## src/rtl/catcore_key_pkg.sv

```systemverilog
// Shared types and constant tables for the key vault: FSM states, unlock codes,
// key lengths and the slot/address byte contents.
package catcore_key_pkg;

    typedef enum logic [1:0] {
        IDLE   = 2'd0,
        FETCH  = 2'd1,
        STREAM = 2'd2,
        DENY   = 2'd3
    } state_e;

    localparam int NUM_SLOTS = 4;
    localparam logic [7:0] LOCK_BYTE = 8'h4C;

    localparam logic [7:0] KEY_CODE [NUM_SLOTS] = '{8'h5A, 8'hA5, 8'h3C, 8'hC3};
    // Slot 2 is intentionally empty, slot 3 is longer than the address space allows.
    localparam int KEY_LEN [NUM_SLOTS] = '{15, 7, 0, 40};

    localparam logic [8*15-1:0] KEY0_STR = "grey{race_flag}";
    localparam logic [8*7-1:0]  KEY1_STR = "catcore";

    function automatic logic [7:0] key_code(input int slot);
        case (slot)
            0:       return KEY_CODE[0];
            1:       return KEY_CODE[1];
            2:       return KEY_CODE[2];
            3:       return KEY_CODE[3];
            default: return 8'h00;
        endcase
    endfunction

    function automatic int key_len(input int slot);
        case (slot)
            0:       return KEY_LEN[0];
            1:       return KEY_LEN[1];
            2:       return KEY_LEN[2];
            3:       return KEY_LEN[3];
            default: return 0;
        endcase
    endfunction

    // Bytes past a slot's length read as zero, which also covers empty slots.
    function automatic logic [7:0] rom_byte(input int slot, input int addr);
        logic [8*15-1:0] s0;
        logic [8*7-1:0]  s1;
        logic [7:0]      b;
        b  = 8'h00;
        s0 = KEY0_STR >> (8 * (14 - addr));
        s1 = KEY1_STR >> (8 * (6 - addr));
        if (addr < key_len(slot)) begin
            case (slot)
                0:       b = s0[7:0];
                1:       b = s1[7:0];
                3:       b = 8'hA0 + 8'(addr);
                default: b = 8'h00;
            endcase
        end
        return b;
    endfunction

endpackage

```

## src/rtl/catcore_key_rom.sv

```systemverilog
// Key byte ROM indexed by {slot, addr}; 1-cycle registered read, optional XOR mask.
// ld_lock_i overrides the read and loads the fixed lock byte without touching the ROM.
module catcore_key_rom
    import catcore_key_pkg::*;
#(
    parameter int DATA_W = 8,
    parameter int ADDR_W = 5,
    parameter int SEL_W  = 2
) (
    input  logic                    clk_i,
    input  logic                    rst_i,
    input  logic                    rd_en_i,
    input  logic                    ld_lock_i,
    input  logic [SEL_W+ADDR_W-1:0] rd_idx_i,
    input  logic [DATA_W-1:0]       mask_i,
    output logic [DATA_W-1:0]       rd_data_o
);

    logic [DATA_W-1:0] data_q, data_d;

    always_comb begin
        data_d = data_q;
        if (ld_lock_i) begin
            data_d = DATA_W'(LOCK_BYTE);
        end else if (rd_en_i) begin
            data_d = DATA_W'(rom_byte(int'(rd_idx_i[ADDR_W +: SEL_W]),
                                      int'(rd_idx_i[ADDR_W-1:0]))) ^ mask_i;
        end
    end

    always_ff @(posedge clk_i) begin
        if (rst_i) begin
            data_q <= '0;
        end else begin
            data_q <= data_d;
        end
    end

    assign rd_data_o = data_q;

endmodule

```

## src/rtl/catcore_key_vault.sv

```systemverilog
// Code-gated key vault streaming one byte per two cycles over valid/ready; outputs held while stalled.
// Define CATCORE_KEY_XOR_EN to XOR streamed bytes with a per-byte rotating mask seeded at start.
module catcore_key_vault
    import catcore_key_pkg::*;
#(
    parameter int DATA_W    = 8,
    parameter int ADDR_W    = 5,
    parameter int NUM_KEYS  = 4,
    parameter int MAX_FAILS = 3
) (
    input  logic                        clk,
    input  logic                        rst,
    input  logic [$clog2(NUM_KEYS)-1:0] key_sel,
    input  logic                        start,
    input  logic                        unlock_stb,
    input  logic [DATA_W-1:0]           unlock_code,
    input  logic [DATA_W-1:0]           mask_seed,
    output logic                        busy,
    output logic                        out_valid,
    input  logic                        out_ready,
    output logic [DATA_W-1:0]           out_data,
    output logic                        out_last,
    output logic [NUM_KEYS-1:0]         unlocked,
    output logic                        lockout
);

    localparam int SEL_W  = $clog2(NUM_KEYS);
    localparam int LEN_W  = ADDR_W + 1;
    localparam int FAIL_W = $clog2(MAX_FAILS + 1);
    localparam logic [FAIL_W-1:0] FAIL_MAX = FAIL_W'(MAX_FAILS);

    function automatic logic [LEN_W-1:0] eff_len(input int slot);
        int len;
        len = key_len(slot);
        if (len > (1 << ADDR_W)) len = 1 << ADDR_W;
        return LEN_W'(len);
    endfunction

    state_e              state_q, state_d;
    logic [SEL_W-1:0]    slot_q, slot_d;
    logic [ADDR_W-1:0]   addr_q, addr_d;
    logic [FAIL_W-1:0]   fail_q, fail_d;
    logic                lockout_q, lockout_d;
    logic [NUM_KEYS-1:0] unlocked_q, unlocked_d;
    logic                out_valid_q, out_valid_d;
    logic                out_last_q, out_last_d;
    logic                busy_q, busy_d;

    logic                rom_rd_en, rom_ld_lock;
    logic                load_mask, step_mask;
    logic [DATA_W-1:0]   rom_mask;
    logic [LEN_W-1:0]    slot_len;
    logic                cur_last;
    logic                code_ok;

    assign slot_len = eff_len(int'(slot_q));
    // An empty slot still emits one (zero) byte, so it is always the last.
    assign cur_last = (slot_len == '0) || ({1'b0, addr_q} == slot_len - LEN_W'(1));
    assign code_ok  = (unlock_code == DATA_W'(key_code(int'(key_sel))));

    always_comb begin
        state_d     = state_q;
        slot_d      = slot_q;
        addr_d      = addr_q;
        fail_d      = fail_q;
        lockout_d   = lockout_q;
        unlocked_d  = unlocked_q;
        out_valid_d = out_valid_q;
        out_last_d  = out_last_q;
        rom_rd_en   = 1'b0;
        rom_ld_lock = 1'b0;
        load_mask   = 1'b0;
        step_mask   = 1'b0;
        case (state_q)
            IDLE: begin
                if (unlock_stb) begin
                    if (!lockout_q) begin
                        if (code_ok) begin
                            unlocked_d[key_sel] = 1'b1;
                        end else begin
                            if (fail_q != FAIL_MAX) fail_d = fail_q + FAIL_W'(1);
                            if (fail_d == FAIL_MAX) begin
                                lockout_d  = 1'b1;
                                unlocked_d = '0;
                            end
                        end
                    end
                end else if (start) begin
                    if (unlocked_q[key_sel]) begin
                        slot_d    = key_sel;
                        addr_d    = '0;
                        load_mask = 1'b1;
                        state_d   = FETCH;
                    end else begin
                        rom_ld_lock = 1'b1;
                        out_valid_d = 1'b1;
                        out_last_d  = 1'b1;
                        state_d     = DENY;
                    end
                end
            end
            FETCH: begin
                rom_rd_en   = 1'b1;
                out_valid_d = 1'b1;
                out_last_d  = cur_last;
                state_d     = STREAM;
            end
            STREAM: begin
                if (out_ready) begin
                    out_valid_d = 1'b0;
                    out_last_d  = 1'b0;
                    step_mask   = 1'b1;
                    if (out_last_q) begin
                        state_d = IDLE;
                    end else begin
                        addr_d  = addr_q + ADDR_W'(1);
                        state_d = FETCH;
                    end
                end
            end
            DENY: begin
                if (out_ready) begin
                    out_valid_d = 1'b0;
                    out_last_d  = 1'b0;
                    state_d     = IDLE;
                end
            end
            default: state_d = IDLE;
        endcase
        busy_d = (state_d != IDLE);
    end

    always_ff @(posedge clk) begin
        if (rst) begin
            state_q     <= IDLE;
            slot_q      <= '0;
            addr_q      <= '0;
            fail_q      <= '0;
            lockout_q   <= 1'b0;
            unlocked_q  <= '0;
            out_valid_q <= 1'b0;
            out_last_q  <= 1'b0;
            busy_q      <= 1'b0;
        end else begin
            state_q     <= state_d;
            slot_q      <= slot_d;
            addr_q      <= addr_d;
            fail_q      <= fail_d;
            lockout_q   <= lockout_d;
            unlocked_q  <= unlocked_d;
            out_valid_q <= out_valid_d;
            out_last_q  <= out_last_d;
            busy_q      <= busy_d;
        end
    end

`ifdef CATCORE_KEY_XOR_EN
    logic [DATA_W-1:0] mask_q, mask_d;

    always_comb begin
        mask_d = mask_q;
        if (load_mask) begin
            mask_d = mask_seed;
        end else if (step_mask) begin
            mask_d = {mask_q[DATA_W-2:0], mask_q[DATA_W-1]};
        end
    end

    always_ff @(posedge clk) begin
        if (rst) begin
            mask_q <= '0;
        end else begin
            mask_q <= mask_d;
        end
    end

    assign rom_mask = mask_q;
`else
    logic unused_mask;
    assign unused_mask = ^{mask_seed, load_mask, step_mask};
    assign rom_mask    = '0;
`endif

    catcore_key_rom #(
        .DATA_W (DATA_W),
        .ADDR_W (ADDR_W),
        .SEL_W  (SEL_W)
    ) u_rom (
        .clk_i     (clk),
        .rst_i     (rst),
        .rd_en_i   (rom_rd_en),
        .ld_lock_i (rom_ld_lock),
        .rd_idx_i  ({slot_q, addr_q}),
        .mask_i    (rom_mask),
        .rd_data_o (out_data)
    );

    assign busy      = busy_q;
    assign out_valid = out_valid_q;
    assign out_last  = out_last_q;
    assign unlocked  = unlocked_q;
    assign lockout   = lockout_q;

endmodule
```

## config.mk

```make
export PLATFORM = sky130hd
export DESIGN_NAME = catcore_key_vault
export DESIGN_NICKNAME = d
export VERILOG_FILES = /design/src/rtl/catcore_key_pkg.sv /design/src/rtl/catcore_key_rom.sv /design/src/rtl/catcore_key_vault.sv
export SDC_FILE = /design/constraint.sdc
export NUM_CORES = 1
export LEC_CHECK = 0
export ABC_CLOCK_PERIOD_IN_PS = 3170
export BUFFER_PORTS_ARGS = -buffer_cell sky130_fd_sc_hd__buf_2
export CORE_UTILIZATION = 40
export CTS_BUF_LIST = sky130_fd_sc_hd__clkbuf_8
export CTS_CLUSTER_SIZE = 28
export DETAILED_ROUTE_END_ITERATION = 7
export PLACE_DENSITY = 0.63
export SETUP_SLACK_MARGIN = 0.1
export SYNTH_ARGS = -nofsm -noshare
export SYNTH_HDL_FRONTEND = slang
export SYNTH_SLANG_ARGS = --single-unit
```

## constraint.sdc

```tcl
create_clock -name clk -period 3.17 [get_ports clk]
set_clock_uncertainty 0.05 [all_clocks]
set_input_delay 0.1585 -clock clk [delete_from_list [all_inputs] [get_ports clk]]
set_output_delay 0.1585 -clock clk [all_outputs]
set_load 0.02 [all_outputs]
```

; ---- Word-level counts from Yosys, hierarchy flattened
; Index checks and enable logic that the tools add are counted.
[op_classes]
bitwise_logic = 4
muxes = 47
n_reduce_logical = 18
magnitude_cmp = 4
addsub = 6
n_shift = 2
eq_ne = 20
[ops]
columns = operator, count
row1 = one-hot mux 32 bit (4 select lines), 1
row2 = "right shift 119 x 32 -> 8 bit, first input constant", 1
row3 = two-way mux 32 bit, 2
row4 = "right shift 55 x 32 -> 8 bit, first input constant", 1
row5 = "> comparator 32 x 7 -> 1 bit, second input constant", 1
row6 = less-than comparator 6 x 32 -> 1 bit, 1
row7 = one-hot mux 8 bit (4 select lines), 1
row8 = two-way mux 5 bit, 5
row9 = one-hot mux 8 bit (3 select lines), 1
row10 = two-way mux 2 bit, 10
row11 = AND reduction 4 bit, 4
row12 = two-way mux 1 bit, 15
row13 = "equality test 2 bit, second input constant", 7
row14 = two-way mux 7 bit, 2
row15 = "!= test 2 bit, second input constant", 7
row16 = one-hot mux 5 bit (2 select lines), 1
row17 = "adder 8 x 5 -> 8 bit, first input constant", 1
row18 = equality test 8 bit, 1
row19 = two-way mux 4 bit, 2
row20 = two-way mux 8 bit, 1
row21 = one-hot mux 2 bit (4 select lines), 1
row22 = nonzero test 2 bit, 4
row23 = "equality test 2 x 1 -> 1 bit, second input constant", 3
row24 = equality test 5 x 6 -> 1 bit, 1
row25 = 21 further kinds, 27
[totals]
regBits = 27
inputBits = 23
word_cells = 112
out_inout_bits = 16

; ---- Depth between registers and ports, before layout
[logic_depth]
word_depth = 11
depth_mapped = 10
mapped_depth_nobuf = 9

; ---- Cells and area by module
; Synthesis repeated with hierarchy kept, for this count alone.
[hier_totals]
hier_cells = 297
area_unflattened_um2 = 2362.3
[modules_own_cells]
columns = module, seq_area_each_um2, area_per_inst_um2, cells_per_inst, instances
row1 = catcore_key_rom, 160.2, 1312.5, 180, 1
row2 = catcore_key_vault, 380.4, 1049.8, 117, 1

; ---- Least setup slack after synthesis
; No wires, ideal clock.
[synth_path]
kind = register to register
from = register slot_q[1]
to = register u_rom.data_q[4] (netlist: u_rom.rd_data_o[4])
setup_time_ps = 91
stages_incl_launch_ff = 11
period_less_slack_ps = 2406
required_ps = 3029
arrival_ps = 2265
setup_slack_ps = 764
n_path_buf = 1
cell_sequence = dfxtp_1 inv_1 ha_1 clkbuf_2 nor2_1 ha_1 a2111oi_1 o21ai_1 a211oi_1 a21oi_1 a311oi_1
[synth_via]
elab_chain_len = 6
elab_cells_between_ends = 10
cone_classes = 1 x order compare / 3 x eq/ne / 5 x mux / 1 x reduce/logical
[synth_rtl]
columns = element, line
row1 = from (decl), catcore_key_vault.sv:40  ; logic [SEL_W-1:0] slot_q, slot_d;
row2 = from (signal assigned), catcore_key_vault.sv:146  ; slot_q <= slot_d;
row3 = "equality test 2 bit, or another cell as far along", "catcore_key_pkg.sv:33, catcore_key_pkg.sv:51"
row4 = one-hot mux 32 bit (4 select lines), catcore_key_pkg.sv:33  ; case (slot)
row5 = two-way mux 32 bit, catcore_key_rom.sv:25  ; end else if (rd_en_i) begin
row6 = two-way mux 32 bit, catcore_key_rom.sv:23  ; if (ld_lock_i) begin
row7 = less-than comparator 6 x 32 -> 1 bit, catcore_key_pkg.sv:50  ; if (addr < key_len(slot)) begin
row8 = two-way mux 8 bit (*), catcore_key_pkg.sv:50
row9 = to (signal assigned), catcore_key_rom.sv:35  ; data_q <= data_d;
row10 = to (decl), catcore_key_rom.sv:19  ; logic [DATA_W-1:0] data_q, data_d;
; Mark *: on every way between the ends. The rest lies on a longest branch, timed or not. The select of a mux whose other input is x is not followed.
; A chain may end at the register's enable or synchronous reset.

; ---- Final worst setup path
[layout_path]
from = register slot_q[1]
to = register u_rom.data_q[1] (netlist: u_rom.rd_data_o[1])
; The elaborated chain is that of the path after synthesis.

==> results by group <==
Status
  • Status: completed

Pwr
  • Peak supply drop: around 0.19 mV
  • Seq pwr share: between 40% and 50%
  • Internal power: around 530 uW
  • Lkg Pwr: 0.948 nW
  • Switch share: a little under a third
  • Comb pwr share: between 20% and 30%
  • Clock power share: 25.3%
  • Sw Pwr: ~240 uW
  • Power Density: around 320 nW/um^2

STA
  • Final Setup Violations: 0
  • FMAX: around 0.36 GHz
  • Worst slew margin: between 60% and 70%
  • Setup TNS: 0 ns
  • Max-slew violations: 0
  • RSZ-0062 raised after global routing: false
  • Crit share post-route: 87.9%
  • Fin crit period: 2.79 ns
  • Worst Max-Slew Pin Slew: 0.500 ns
  • Final hold vios: 0

Yosys
  • Area leader, netlist: dfxtp_1
  • Syn_nets: around 320
  • Ys flop type: dfxtp_1
  • Synth top area share: between 20% and 30%
  • Gate Count Post-Synth: 279
  • Async SR Flop Fraction: 0%
  • Distinct cells, synth: between 50 and 60
  • Post-synth EDFFs: 0
  • Synthesized cell area: between 2000 and 2500 um^2
  • Synthesis warning total: 0
  • Seq/Total Area, Yosys: between 20% and 30%
  • Syn_area_per_cell: between 7 and 8 um^2
  • Synthesized flop and latch total: 27
  • Largest cells by area after synthesis: dfxtp_1 25%, ha_1 8.2%, nor2_1 6.3%, a21oi_1 6.1%, a211oi_1 3.5%

Critical path
  • Cell mode on critical path: ha_1
  • CP Cell Sequence: inv_1 > ha_1 > nor2_1 > ha_1 > a2111oi_1 > o21ai_1 > a211oi_1 > nand2_1 > o21ai_0
  • Crit path max-delay cell type: a211oi_1
  • Crit path launch type: register
  • CP Max Fanout: 7
  • CP Data Required Time: 3.32 ns
  • CP Capture Type: register
  • Crit path kind: register to register
  • CP peak stage delay: 0.46 ns
  • Crit path DAT: 2.94 ns

CTS
  • Clk Latency, worst-skew pair: between 0.2 and 0.3 ns
  • CTS Hold Bufs: 0
  • Clock Sinks: 27
  • H-Tree Depth: 1
  • TritonCTS Buffers: 3
  • Post-CTS resize count: 0
  • Clock buffer depth: 2
  • Clock slew at reported path FFs: ~0.090 ns
  • Root Driver: clkbuf_8
  • CTS tree: built
  • Post-CTS Setup Bufs: 0

Routing
  • Detailed Route WL: 5.11 mm
  • DR pass1 iterations: 4
  • DRC Markers: 0
  • Vias: 2105
  • Detailed Route Iter0 Violations: between 150 and 200
  • Avg Vias per Cell: between 5 and 6
  • Final ANT Viol Nets: 0
  • WL/cell: about 14 um

Placed design
  • Hpwl dp: about 3.8 mm
  • Placer congestion estimate: 0.818
  • PortBufs: 30
  • Post-Place Cells: between 300 and 400

Die
  • Initial Util: approximately two fifths
  • Die W: 75.2 um
  • Core area: a little over 5000 um^2
  • Row cnt: 26
  • Boundary pin count: 39
  • Die area: about 5700 um^2
  • Die Height: 75.2 um

Global routing
  • GR Overflow Total: 0
  • Vias in the first global route: 1835
  • First-pass GRT wire length: between 8 and 9 mm
  • Largest net degree at the start of global routing: 28
  • Initial antenna violation count: 0
  • GRT Util Overall: between 10% and 20%

Cells and area
  • Highest-count cells in the layout ignoring fill and taps: 36 x nor2_1, 30 x buf_2, 27 x dfxtp_1
  • Final #Nets: roughly 340
  • Ant. Diodes: 0
  • Synth-to-Final Area Change: 11.0%
  • Most common cell after layout, fill and taps aside: nor2_1
  • Fraction of layout cells with a size suffix above 1: between 10% and 20%
  • Non-Filler Instances: between 300 and 400

Hold path
  • Hold crit path type: input port to register

Flow run
  • Max-cap viol count: 0
==> per-layer routing <==
layer,track usage [%],wire (um)
met1,25.5,2470
met2,32.2,2390
met3,3.88,224
met4,1.85,17
met5,0,0
==> through the flow <==
stage / hold WS, ns / utilization, % / area, um^2 / worst slack, ns / total power [mW]
global placement: 0.344 / 45.4 / 2330 / 0.486 / 0.583
floorplan: 0.212 / - / 2150 / 0.764 / 0.528
CTS: 0.0399 / 46.3 / 2380 / 0.348 / 0.783
detailed placement: 0.342 / 45.4 / 2330 / 0.375 / 0.584
global route: 0.0549 / 46.3 / 2380 / 0.164 / 0.823
finish: 0.0521 / 46.3 / 2380 / 0.384 / 0.772
==> worst max-delay path, delay by kind of cell (launching register included) <==
family,cells,cell delay (ns)
AOI/OAI and AO/OA,4,1.21
adders and majority gates,2,0.55
and+or+nand+nor,2,0.37
DFF,1,0.42
buffers and inverters,1,0.11
==> layout make-up <==
cell class / count / area (um^2)
Fill cell: 541 / 2760
Multi-Input combinational cell: 221 / 1470
Sequential cell: 27 / 541
Timing Repair Buffer: 36 / 195
Tap cell: 70 / 87.6
Clock buffer: 3 / 41.3
Inverter: 10 / 37.5
Clock inverter: 1 / 5.00
==> cells by family (layout without fill, tap and decap cells) <==
logic type / Yosys count / after routing / synth area share, %
mux: 3 / 3 / 2.04
buf+inv: 31 / 50 / 6.12
compound gates: 96 / 96 / 30.1
flops: 27 / 27 / 25.2
fa+ha+maj: 14 / 14 / 8.16
simple gates: 103 / 103 / 26.0
xor+xnor: 5 / 5 / 2.39
==> cell usage after synthesis (all sizes together) (9+ instances only) <==
cell / number
nor2: 36
dfxtp: 27
a21oi: 26
o21ai: 16
ha: 14
nand2: 13
buf: 12
a211oi: 10
inv: 10
nor3: 10
clkbuf: 9
nand3: 9
==> worst paths after layout <==
check	start	end	slack, ns	cells after the start
min reg2reg	out_valid	out_valid	0.45	2
min	out_ready	state_q[1]	0.05	2
max	slot_q[1]	u_rom.rd_data_o[1]	0.38	9
max reg2reg	slot_q[1]	u_rom.rd_data_o[1]	0.38	9
==> power by group through the flow <==
| stage | clock network [mW] | registers [mW] | logic [mW] |
|---|---|---|---|
| after CTS | 0.206 | 0.383 | 0.194 |
| final | 0.196 | 0.383 | 0.193 |
| after floorplan | 0 | 0.399 | 0.129 |
| after global routing | 0.218 | 0.388 | 0.217 |
| after detailed placement | 0 | 0.391 | 0.193 |
| after global placement | 0 | 0.391 | 0.192 |
==> state kept, by name, indices dropped and copies added, names as in the netlist <==
signal / cells
state_q: 2
unlocked: 4
u_rom.rd_data_o: 8
busy: 1
slot_q: 2
addr_q: 5
fail_q: 2
out_valid: 1
out_last: 1
lockout: 1
No activity file was read; power rests on OpenSTA's default activity.
